## src/rtl/cic_int_sched_if.sv

```systemverilog
// Bundle of the scheduler's configuration, upstream stream and interpolator-side signals.
// The master modport is the scheduler. The slave modport is the surrounding SoC or the bench.
// Widths must agree with the scheduler instance: RW = $clog2(RMAX+1).
interface cic_int_sched_if #(
  parameter int I_WIDTH = 16,
  parameter int RW      = 11,
  parameter int UCNT_W  = 16
);
  logic               cfg_enable;
  logic [RW-1:0]      cfg_rate;
  logic               cfg_rate_wr;
  logic               cfg_cnt_clr;
  logic [I_WIDTH-1:0] s_tdata;
  logic               s_tvalid;
  logic               s_tready;
  logic [I_WIDTH-1:0] cic_tdata;
  logic               cic_rst;
  logic               cic_ce;
  logic               sample_stb;
  logic [RW-1:0]      rate;
  logic               cfg_err;
  logic [UCNT_W-1:0]  underrun_cnt;
  logic               busy;

  modport master (
    input  cfg_enable, cfg_rate, cfg_rate_wr, cfg_cnt_clr, s_tdata, s_tvalid,
    output s_tready, cic_tdata, cic_rst, cic_ce, sample_stb, rate, cfg_err,
           underrun_cnt, busy
  );

  modport slave (
    output cfg_enable, cfg_rate, cfg_rate_wr, cfg_cnt_clr, s_tdata, s_tvalid,
    input  s_tready, cic_tdata, cic_rst, cic_ce, sample_stb, rate, cfg_err,
           underrun_cnt, busy
  );
endinterface

```

## src/rtl/cic_int_sched.sv

```systemverilog
// CIC interpolator sample scheduler: one upstream sample per rate-cycle slot, held on cic_tdata.
// Latency: slot to cic_tdata/sample_stb is 1 cycle; flush lasts FLUSH_CYC cycles before RUN.
// Backpressure: s_tready only in the registered slot cycle; CIC_SCHED_HOLD_LAST_EN keeps the last sample on underrun.
module cic_int_sched #(
  parameter int I_WIDTH   = 16,
  parameter int RMAX      = 1625,
  parameter int N         = 5,
  parameter int FLUSH_CYC = N + 2,
  parameter int UCNT_W    = 16
) (
  input  logic           clk,
  input  logic           rst,
  cic_int_sched_if.master bus
);
  localparam int RW = $clog2(RMAX + 1);
  localparam int FW = (FLUSH_CYC > 1) ? $clog2(FLUSH_CYC) : 1;

  typedef enum logic [1:0] {
    ST_IDLE  = 2'd0,
    ST_FLUSH = 2'd1,
    ST_RUN   = 2'd2
  } state_t;

  state_t             state_q, state_d;
  logic [FW-1:0]      flush_cnt_q;
  logic [RW-1:0]      phase_q;
  logic [RW-1:0]      rate_q;
  logic [I_WIDTH-1:0] data_q;
  logic               stb_q;
  logic               err_q;
  logic [UCNT_W-1:0]  ucnt_q;

  logic rate_ok;
  logic rate_wr_ok;
  logic flush_enter;
  logic flush_done;
  logic slot;
  logic underrun;

  assign rate_ok    = (bus.cfg_rate != '0) && (bus.cfg_rate <= RW'(RMAX));
  assign rate_wr_ok = bus.cfg_rate_wr && rate_ok;
  assign flush_done = (flush_cnt_q == FW'(FLUSH_CYC - 1));
  // A slot that the upstream leaves empty is still consumed as an underrun.
  assign slot       = (state_q == ST_RUN) && (phase_q == '0);
  assign underrun   = slot && !bus.s_tvalid;

  // Next state: disable wins, then a legal rate write restarts the flush, then normal sequencing.
  always_comb begin
    state_d     = state_q;
    flush_enter = 1'b0;
    if (!bus.cfg_enable) begin
      state_d = ST_IDLE;
    end else if (rate_wr_ok && (state_q != ST_IDLE)) begin
      state_d     = ST_FLUSH;
      flush_enter = 1'b1;
    end else begin
      case (state_q)
        ST_IDLE: begin
          state_d     = ST_FLUSH;
          flush_enter = 1'b1;
        end
        ST_FLUSH: if (flush_done) state_d = ST_RUN;
        ST_RUN:   state_d = ST_RUN;
        default:  state_d = ST_IDLE;
      endcase
    end
  end

  // State register.
  always_ff @(posedge clk or posedge rst) begin
    if (rst) state_q <= ST_IDLE;
    else     state_q <= state_d;
  end

  // Flush length counter, restarted on every flush entry.
  always_ff @(posedge clk or posedge rst) begin
    if (rst)                                     flush_cnt_q <= '0;
    else if (flush_enter)                        flush_cnt_q <= '0;
    else if ((state_q == ST_FLUSH) && !flush_done) flush_cnt_q <= flush_cnt_q + FW'(1);
  end

  // Slot phase: 0..rate-1 in RUN, zeroed on flush entry so RUN opens with a slot.
  always_ff @(posedge clk or posedge rst) begin
    if (rst)                    phase_q <= '0;
    else if (flush_enter)       phase_q <= '0;
    else if (state_q == ST_RUN) phase_q <= (phase_q >= rate_q - RW'(1)) ? '0 : phase_q + RW'(1);
  end

  // Active ratio and rejected-write pulse.
  always_ff @(posedge clk or posedge rst) begin
    if (rst) begin
      rate_q <= RW'(RMAX);
      err_q  <= 1'b0;
    end else begin
      if (rate_wr_ok) rate_q <= bus.cfg_rate;
      err_q <= bus.cfg_rate_wr && !rate_ok;
    end
  end

  // Held sample: cleared on flush entry, otherwise updated once per slot.
  always_ff @(posedge clk or posedge rst) begin
    if (rst) begin
      data_q <= '0;
      stb_q  <= 1'b0;
    end else begin
      stb_q <= slot;
      if (flush_enter) begin
        data_q <= '0;
      end else if (slot) begin
        if (bus.s_tvalid) data_q <= bus.s_tdata;
`ifdef CIC_SCHED_HOLD_LAST_EN
        else              data_q <= data_q;
`else
        else              data_q <= '0;
`endif
      end
    end
  end

  // Saturating underrun counter; a clear coinciding with an underrun leaves one count.
  always_ff @(posedge clk or posedge rst) begin
    if (rst)                          ucnt_q <= '0;
    else if (bus.cfg_cnt_clr)         ucnt_q <= underrun ? UCNT_W'(1) : '0;
    else if (underrun && !(&ucnt_q))  ucnt_q <= ucnt_q + UCNT_W'(1);
  end

  assign bus.s_tready     = slot;
  assign bus.cic_tdata    = data_q;
  assign bus.cic_rst      = (state_q != ST_RUN);
  assign bus.cic_ce       = (state_q == ST_RUN);
  assign bus.sample_stb   = stb_q;
  assign bus.rate         = rate_q;
  assign bus.cfg_err      = err_q;
  assign bus.underrun_cnt = ucnt_q;
  assign bus.busy         = (state_q == ST_FLUSH);
endmodule
```

## src/flat_wrapper.sv

```systemverilog
// flat-port wrapper written by rule: the top's interface ports become plain ports
module cic_int_sched_flat 
#(
  parameter int I_WIDTH   = 16,
  parameter int RMAX      = 1625,
  parameter int N         = 5,
  parameter int FLUSH_CYC = N + 2,
  parameter int UCNT_W    = 16
)
  (clk, rst, bus_cfg_enable, bus_cfg_rate, bus_cfg_rate_wr, bus_cfg_cnt_clr, bus_s_tdata, bus_s_tvalid, bus_s_tready, bus_cic_tdata, bus_cic_rst, bus_cic_ce, bus_sample_stb, bus_rate, bus_cfg_err, bus_underrun_cnt, bus_busy);
  cic_int_sched_if #(.I_WIDTH(I_WIDTH), .UCNT_W(UCNT_W)) bus_i ();
  input  logic clk;
  input  logic rst;
  input wire logic [$bits(bus_i.cfg_enable)-1:0] bus_cfg_enable;
  input wire logic [$bits(bus_i.cfg_rate)-1:0] bus_cfg_rate;
  input wire logic [$bits(bus_i.cfg_rate_wr)-1:0] bus_cfg_rate_wr;
  input wire logic [$bits(bus_i.cfg_cnt_clr)-1:0] bus_cfg_cnt_clr;
  input wire logic [$bits(bus_i.s_tdata)-1:0] bus_s_tdata;
  input wire logic [$bits(bus_i.s_tvalid)-1:0] bus_s_tvalid;
  output wire logic [$bits(bus_i.s_tready)-1:0] bus_s_tready;
  output wire logic [$bits(bus_i.cic_tdata)-1:0] bus_cic_tdata;
  output wire logic [$bits(bus_i.cic_rst)-1:0] bus_cic_rst;
  output wire logic [$bits(bus_i.cic_ce)-1:0] bus_cic_ce;
  output wire logic [$bits(bus_i.sample_stb)-1:0] bus_sample_stb;
  output wire logic [$bits(bus_i.rate)-1:0] bus_rate;
  output wire logic [$bits(bus_i.cfg_err)-1:0] bus_cfg_err;
  output wire logic [$bits(bus_i.underrun_cnt)-1:0] bus_underrun_cnt;
  output wire logic [$bits(bus_i.busy)-1:0] bus_busy;
  assign bus_i.cfg_enable = bus_cfg_enable;
  assign bus_i.cfg_rate = bus_cfg_rate;
  assign bus_i.cfg_rate_wr = bus_cfg_rate_wr;
  assign bus_i.cfg_cnt_clr = bus_cfg_cnt_clr;
  assign bus_i.s_tdata = bus_s_tdata;
  assign bus_i.s_tvalid = bus_s_tvalid;
  assign bus_s_tready = bus_i.s_tready;
  assign bus_cic_tdata = bus_i.cic_tdata;
  assign bus_cic_rst = bus_i.cic_rst;
  assign bus_cic_ce = bus_i.cic_ce;
  assign bus_sample_stb = bus_i.sample_stb;
  assign bus_rate = bus_i.rate;
  assign bus_cfg_err = bus_i.cfg_err;
  assign bus_underrun_cnt = bus_i.underrun_cnt;
  assign bus_busy = bus_i.busy;
  cic_int_sched #(.I_WIDTH(I_WIDTH), .RMAX(RMAX), .N(N), .FLUSH_CYC(FLUSH_CYC), .UCNT_W(UCNT_W)) u_core (.clk(clk), .rst(rst), .bus(bus_i));
endmodule
```

## config.mk

```make
export PLATFORM = sky130hd
export DESIGN_NAME = cic_int_sched_flat
export DESIGN_NICKNAME = d
export VERILOG_FILES = /design/src/rtl/cic_int_sched_if.sv /design/src/rtl/cic_int_sched.sv /design/src/flat_wrapper.sv
export SDC_FILE = /design/constraint.sdc
export NUM_CORES = 1
export LEC_CHECK = 0
export BUFFER_PORTS_ARGS = -buffer_cell sky130_fd_sc_hd__buf_4
export CELL_PAD_IN_SITES_DETAIL_PLACEMENT = 1
export CELL_PAD_IN_SITES_GLOBAL_PLACEMENT = 1
export CORE_MARGIN = 2
export CORE_UTILIZATION = 36
export CTS_CLUSTER_DIAMETER = 60
export DETAILED_ROUTE_END_ITERATION = 8
export HOLD_SLACK_MARGIN = 0.02
export PLACE_DENSITY = 0.75
export SYNTH_ARGS = -nofsm -noshare
export SYNTH_HDL_FRONTEND = slang
export SYNTH_SLANG_ARGS = --single-unit
```

## constraint.sdc

```tcl
create_clock -name clk -period 2.5 [get_ports clk]
set_input_delay 0.5 -clock clk [delete_from_list [all_inputs] [get_ports clk]]
set_output_delay 0.5 -clock clk [all_outputs]
set_load 0.05 [all_outputs]
```

Word level (Yosys, flattened, before mapping). Index checks and enable logic that the tools add are counted.

Bits in registers: 61. Bits in latches: 0. Bits in writable memories: 0. ROM bits: 0. Bits of input ports: 33. Output and inout bits: 49. Word-level logic and storage cells: 58. Memories kept: 0.

$add $sub $neg: 4. Multiply operators: 0. Div/mod/pow operators: 0. $lt $le $gt $ge: 2. Equal/unequal tests: 5. Shift-type cells: 0. Multiplexer cells: 18. Bitwise gates (word level): 0. Reduce and logical (&&, ||, !) cells: 21.

Operators by type and width (number): $mux 16 (5); $mux 11 (3); $add 16x1->16 const B (1); $reduce_and 16->1 (1); $add 11x1->11 const B (1); $ge 11x11->1 (1); $le 11x11->1 const B (1); $logic_not 11->1 (1); $reduce_bool 11->1 (1); $sub 11x1->11 const B (1); $reduce_bool 2->1 (5); $logic_and 1x1->1 (8); $mux 2 (3); $mux 3 (2); $pmux 2 s3 (1); $logic_not 1->1 (4); $mux 1 (4); $ne 4x2->1 const B (1); $add 3x1->3 const B (1); $eq 3x3->1 const B (1); $eq 2x1->1 const B (1); $eq 2x2->1 const B (1); $logic_not 2->1 (1); $ne 2x2->1 const B (1).

Longest topological paths before layout. Gate-level depths: netlist of the first run.

Depth in word-level cells: 7. Mapped depth: 11. Gate-level depth less buffers: 11.

Least setup slack after synthesis of the first run. Ideal clock, no wire load.

Path kind: register to register. From: register u_core.rate_q[2] (netlist: u_core.bus.rate[2]). To: register u_core.phase_q[9]. Setup time: 0.078 ns. Arrival: 2.673 ns. Required time: 2.422 ns. Setup slack: -0.251 ns. Cell stages (with the launch flop): 11. Buffers on the path: 0. Period minus slack after synthesis: 2.751 ns. Path through: dfrtp_1 nor4_1 nand2_1 xor2_1 ha_1 nand4_1 nor2_1 a2111oi_2 o21a_2 or4b_1 o21ai_1.

Word-level cells in the longest chain between the ends: 5.

Ends and longest elaborated chain: from (decl) (line cic_int_sched.sv:27) `logic [RW-1:0] rate_q;`; from (signal assigned) (line cic_int_sched.sv:92) `rate_q <= RW'(RMAX);`; from (signal assigned) (line cic_int_sched.sv:95) `if (rate_wr_ok) rate_q <= bus.cfg_rate;`; $sub 11x1->11 (line cic_int_sched.sv:86) `else if (state_q == ST_RUN) phase_q <= (phase_q >= rate_q - RW'(1)) ? '0 : phase_q + RW'(1);`; $ge 11x11->1 (line cic_int_sched.sv:86); $mux 11 (2 in a row) (line cic_int_sched.sv:86); $mux 11 (line cic_int_sched.sv:85) `else if (flush_enter) phase_q <= '0;`; to (signal assigned) (line cic_int_sched.sv:86); to (decl) (line cic_int_sched.sv:26) `logic [RW-1:0] phase_q;`.

Every way passes these cells. The select of a mux whose other input is x is not followed. A chain may end at the register's enable or synchronous reset.

Final worst setup path of the first run.
From: register u_core.rate_q[0] (netlist: u_core.bus.rate[0]). To: register u_core.phase_q[9].

The elaborated chain is that of the path after synthesis.

==> impl_metrics.json, run 1 <==
{
  "cts_buffers": 9,
  "firstDrtPassIters": 4,
  "power.total_w": 0.00361,
  "syn_area_um2": 3270,
  "grt_first_pass_wirelength_mm": 15.6,
  "die_y_um": 99.4,
  "required_ps": 2760,
  "wire_per_inst_um": 17.6,
  "synth_compound_area_share_pct": 9.48,
  "final-max-slew-violation-count": 0,
  "worstHoldPathType": "in2async",
  "synth_xor_area_share_pct": 8.29,
  "route.detailed.drc": 0,
  "ys_seq_area_share_pct": 46.8,
  "vias": 2988,
  "tightest_slew_ps": 591,
  "diodes": 0,
  "fp.dieW_um": 99.4,
  "slew_headroom_pct": 60.5,
  "port_buffers": 81,
  "core_area_um2": 8760,
  "cts_root_buf": "clkbuf_8",
  "violations": "setup timing",
  "htreeDepth": 3,
  "start_util_pct": 37.4,
  "skew_ps": 10.4,
  "grt_usage_pct": 20.1,
  "ioPinCount": 82,
  "synth_fp_nets": 391,
  "yosysTopAreaCell": "dfrtp_1",
  "grt.overflow.total": 0,
  "finalWeightedCongestion": 0.811,
  "clk_latency_ps": 340,
  "synth_top_area_share_pct": 42.0,
  "synthTopCellsByArea": "dfrtp_1, ha_1, nand2_1",
  "clockBufferDepth": 2,
  "critPathMaxFanout": 3,
  "start_kind": "flop",
  "yosysWarnings": 0,
  "cts.clk_slew.worst_paths_ps": 70,
  "placed_area_um2": 4160,
  "max_freq_mhz": 362,
  "yosys.cell_types.count": 48,
  "syn2layout_area_growth_pct": 40.8,
  "antenna_found_initial": 0,
  "layout_worst_path_cycle_share_pct": 110,
  "tritoncts": "done",
  "design_area_um2": 4610,
  "outcome": "complete, but fails checks",
  "fin_nets": 501,
  "die-area_um2": 9870,
  "hold_violations": 0,
  "grt_max_degree": 38,
  "crit_arrival_ps": 3020,
  "fin_ws_ps": -260,
  "syn_inst": 338,
  "synth-edff-count": 0,
  "wl_mm": 9.90,
  "power_density_nw_per_um2": 782,
  "setup_viol": 11,
  "ir_worst_vdd_v": 0.000324,
  "synth_ff_type": "dfrtp_1",
  "layout_commonest_cell": "buf_4",
  "end_kind": "flop",
  "grt_pass1_vias": 3070,
  "layout_common_cells": "buf_4, nand2_1, dfrtp_1",
  "maxCapViolCount": 0,
  "rsz0062_at_grt": "true",
  "cts_num_sinks": 61,
  "synth_area_per_cell_um2": 9.69,
  "rows": 34,
  "p_leak_nw": 2.13,
  "ys_ff_latch": 61,
  "async_reset_ff_share_pct": 100,
  "drtIter0Drc": 136,
  "synth_top_family_by_area": "simple AND/OR/NAND/NOR gates",
  "synthAdderAreaFrac_pct": 7.64,
  "period_needed_ps": 2760,
  "layout-drive-gt1-share_pct": 39.1,
  "dp_hpwl_mm": 6.87,
  "path_class": "reg2reg",
  "synthSimpleGateAreaFrac_pct": 22.3,
  "ant_nets": 0,
  "via_per_inst": 5.33,
  "muxShareOfSynthArea_pct": 3.06
}
==> final timing paths <==
check	from	to	slack (ps)	cells past startpoint
max in group asynchronous	rst	u_core.bus.underrun_cnt[6]	1670	3
max	u_core.bus.rate[0]	u_core.phase_q[9]	-260	11
min	rst	u_core.bus.cfg_err	220	2
min reg2reg	u_core.bus.cic_tdata[9]	u_core.bus.cic_tdata[9]	520	2
min in group clk	bus_cfg_rate_wr	u_core.bus.cfg_err	390	2
max reg2reg	u_core.bus.rate[0]	u_core.phase_q[9]	-260	11
==> power by group <==
| part | total (W) | internal [W] | switching [W] |
|---|---|---|---|
| Sequential | 0.00123 | 0.00112 | 0.000108 |
| Combinational | 0.00143 | 0.000499 | 0.000932 |
| Clock | 0.000947 | 0.000557 | 0.000390 |
| Total | 0.00361 | 0.00218 | 0.00143 |
==> critical path, stage by stage (launching register included) <==
cell,delay [ps]
dfstp_2,610
inv_4,60
ha_4,180
nand3_4,60
xor2_1,170
ha_1,280
nand4_1,120
nor2_2,70
a2111oi_4,320
o21a_2,210
or4b_1,480
o21ai_1,120
==> through the flow <==
| step | hold slack (ps) | cells | setup TNS [ps] | utilization [%] | setup slack (ps) |
|---|---|---|---|---|---|
| 2_1_floorplan | 505 | 338 | -174 | - | -174 |
| 3_3_place_gp | 511 | 537 | -50.4 | 47.5 | -50.4 |
| 3_5_place_dp | 520 | 537 | -1020 | 47.5 | -186 |
| 4_1_cts | 224 | 558 | -93.0 | 50.9 | -93.0 |
| 5_1_grt | 240 | 561 | -2590 | 52.6 | -362 |
| 6_report | 222 | 561 | -1340 | 52.6 | -260 |
==> synth_stat cells, types with 6 or more instances <==
library cell / instances
nand2_1: 58
dfrtp_1: 55
nor2_1: 37
a21oi_1: 21
ha_1: 20
xor2_1: 19
nand3_1: 14
inv_1: 12
xnor2_1: 12
and3_1: 8
mux2_2: 8
nand4_1: 8
dfstp_2: 6
nor3_1: 6
==> cell families (layout without fill, tap and decap cells) <==
logic type | count (synthesis) | after routing
and+or+nand+nor | 151 | 151
buffers and inverters | 20 | 135
AOI/OAI and AO/OA | 46 | 46
xor gates and xnor gates | 31 | 31
muxes | 9 | 9
adders and majority gates | 20 | 20
DFF | 61 | 61
==> final cells by class <==
type / count / area, um^2
Fill cell: 1025 / 4150
Inverter: 13 / 51.3
Timing Repair Buffer: 106 / 825
Clock buffer: 11 / 131
Clock inverter: 5 / 75.1
Multi-Input combinational cell: 257 / 1860
Sequential cell: 61 / 1540
Tap cell: 108 / 135
==> metal layers <==
| metal | up-vias | wire (um) | global-route usage [%] |
|---|---|---|---|
| met4 | 0 | 201 | 7.59 |
| li1 | 1393 | - | - |
| met3 | 17 | 383 | 3.65 |
| met1 | 1515 | 4080 | 25.4 |
| met5 | - | 0 | 0 |
| met2 | 63 | 5240 | 34.4 |
==> sequential cells by signal, indices dropped and copies added, names as in the netlist <==
register                 count
u_core.bus.cfg_err           1
u_core.bus.cic_tdata        16
u_core.bus.rate             11
u_core.bus.sample_stb        1
u_core.bus.underrun_cnt     16
u_core.flush_cnt_q           3
u_core.phase_q              11
u_core.state_q               2
==> timing repair <==
item	in CTS	in global routing
gates resized for setup	9	27
pin swaps	15	15
hold buffers	0	0
hold endpoints to repair	0	0
setup endpoints to repair	11	11
setup buffers	6	3
Note: power is estimated with default switching activity, not from simulation.
==> run 2, diff against run 1 <==
--- a/config.mk
+++ b/config.mk
@@ -9,11 +9,12 @@
 export CELL_PAD_IN_SITES_DETAIL_PLACEMENT = 1
 export CELL_PAD_IN_SITES_GLOBAL_PLACEMENT = 1
 export CORE_MARGIN = 2
-export CORE_UTILIZATION = 36
+export CORE_UTILIZATION = 40
 export CTS_CLUSTER_DIAMETER = 60
 export DETAILED_ROUTE_END_ITERATION = 8
 export HOLD_SLACK_MARGIN = 0.02
-export PLACE_DENSITY = 0.75
+export PLACE_DENSITY = 0.79
+export RECOVER_POWER = 50
 export SYNTH_ARGS = -nofsm -noshare
 export SYNTH_HDL_FRONTEND = slang
 export SYNTH_SLANG_ARGS = --single-unit
==> constraint.sdc (replaced) <==
create_clock -name clk -period 2.7 [get_ports clk]
set_input_delay 0.54 -clock clk [delete_from_list [all_inputs] [get_ports clk]]
set_output_delay 0.54 -clock clk [all_outputs]
set_load 0.05 [all_outputs]
==> impl_metrics.json, run 2 (same netlist as run 1, synthesis figures left out) <==
{
  "outcome": "completed",
  "dp_hpwl_mm": 6.62,
  "cts_num_sinks": 61,
  "max_freq_mhz": 383,
  "grt_pass1_vias": 2981,
  "layout-drive-gt1-share_pct": 27.0,
  "end_kind": "flop",
  "fin_util_pct": 53.9,
  "finalWeightedCongestion": 0.757,
  "crit_family": "compound AO/OA/AOI/OAI gates",
  "critPathMaxFanout": 3,
  "cts.clk_slew.worst_paths_ps": 70,
  "period_needed_ps": 2610,
  "start_kind": "flop",
  "ioPinCount": 82,
  "slew_headroom_pct": 12.0,
  "htreeDepth": 3,
  "start_util_pct": 41.7,
  "n_fill_cell": 938,
  "grt.overflow.total": 0,
  "crit_slowest_cell": "dfstp_2",
  "die_y_um": 94.5,
  "drtIter0Drc": 113,
  "cts_buffers": 9,
  "route.detailed.drc": 0,
  "worstPathCellList": "inv_2 -> ha_4 -> nand2_1 -> xnor2_1 -> ha_1 -> a211oi_2 -> nor2_1 -> a2111oi_2 -> o21a_2 -> or4b_4 -> o21ai_2",
  "syn2layout_area_growth_pct": 29.2,
  "ir_worst_vdd_v": 0.000390,
  "fp.dieW_um": 94.5,
  "final_cells": 543,
  "rsz0062_at_grt": "true",
  "worstHoldPathType": "in2async",
  "layout_worst_path_cycle_share_pct": 96.6,
  "maxCapViolCount": 0,
  "vias": 2839,
  "hold_slack_ps": 411,
  "hold_violations": 0,
  "via_per_inst": 5.23,
  "clockBufferDepth": 2,
  "firstDrtPassIters": 4,
  "crit_arrival_ps": 2880,
  "placed_area_um2": 4060,
  "layout_common_cells": "buf_4, nand2_1, dfrtp_1",
  "tritoncts": "done",
  "cts_root_buf": "clkbuf_8",
  "power_density_nw_per_um2": 716,
  "layout_commonest_cell": "buf_4",
  "core_area_um2": 7850,
  "dp_cells": 523,
  "rows": 32,
  "skew_ps": 9.33,
  "required_ps": 2970,
  "clk_latency_ps": 340,
  "power.total_w": 0.00303,
  "crit_buf_inv": 1,
  "ant_nets": 0,
  "p_leak_nw": 1.92,
  "wire_per_inst_um": 16.7,
  "hold_buffers": 0,
  "port_buffers": 81,
  "antenna_found_initial": 0,
  "die-area_um2": 8930,
  "wl_mm": 9.08,
  "final-max-slew-violation-count": 0,
  "path_class": "reg2reg",
  "diodes": 0,
  "fin_nets": 489,
  "grt_usage_pct": 21.5,
  "design_area_um2": 4230,
  "setup_viol": 0,
  "grt_max_degree": 25,
  "max_stage_delay_ps": 580,
  "tightest_slew_ps": 1320,
  "grt_first_pass_wirelength_mm": 14.8
}
-- run 2: layout make-up --
cell class / count / area [um^2] / area share [%]
multi-input combinational: 257 / 1730 / 40.9
sequential: 61 / 1540 / 36.3
timing repair buffer: 94 / 616 / 14.6
clock buffer: 14 / 163 / 3.85
tap: 102 / 128 / 3.02
inverter: 13 / 48.8 / 1.15
clock inverter: 2 / 10.0 / 0.237
-- run 2: power by group --
group	switching (W)	internal, W
clock network	0.000353	0.000382
logic	0.000812	0.000348
registers	0.0000957	0.00104
-- run 2: final timing paths --
check                           cells after the start  slack (ps)                      from                       end
worst max-delay path                               11          90        u_core.bus.rate[0]         u_core.phase_q[9]
worst min-delay path                                2         410                       rst   u_core.bus.cic_tdata[8]
worst max register to register                     11          90        u_core.bus.rate[0]         u_core.phase_q[9]
worst min register to register                      2         530  u_core.bus.cic_tdata[12]  u_core.bus.cic_tdata[12]
max in group asynchronous                           3         560                       rst         u_core.phase_q[6]
min in group clk                                    3         430           bus_cfg_rate[1]        u_core.bus.rate[1]
-- run 2: timing repair --
item	4_1_cts	5_1_grt
pin swaps	5	8
gates cloned	0	0
resized for setup	3	10
buffers inserted	2	2
endpoints found under the setup margin	1	9
-- run 2: worst register-to-register path: cells and delay by family, from the launching register on --
kind            cells  cell delay, ps
fa+ha+maj           2             460
xor+xnor            1             130
buf+inv             1              70
flops               1             580
simple gates        3             620
compound gates      4             700
-- run 2: metal layers --
metal | wire length, um | GRT usage [%]
met5 | 0 | 0
met4 | 73 | 5.56
met3 | 519 | 7.02
met2 | 4620 | 36.6
met1 | 3870 | 26.3
-- run 2: through the flow --
step	setup TNS (ps)	setup slack [ps]
after floorplan	0	5.80
after global placement	0	91.9
after detailed placement	-79.0	-79.0
after CTS	0	18.1
after global routing	-89.8	-39.3
final	0	91.5
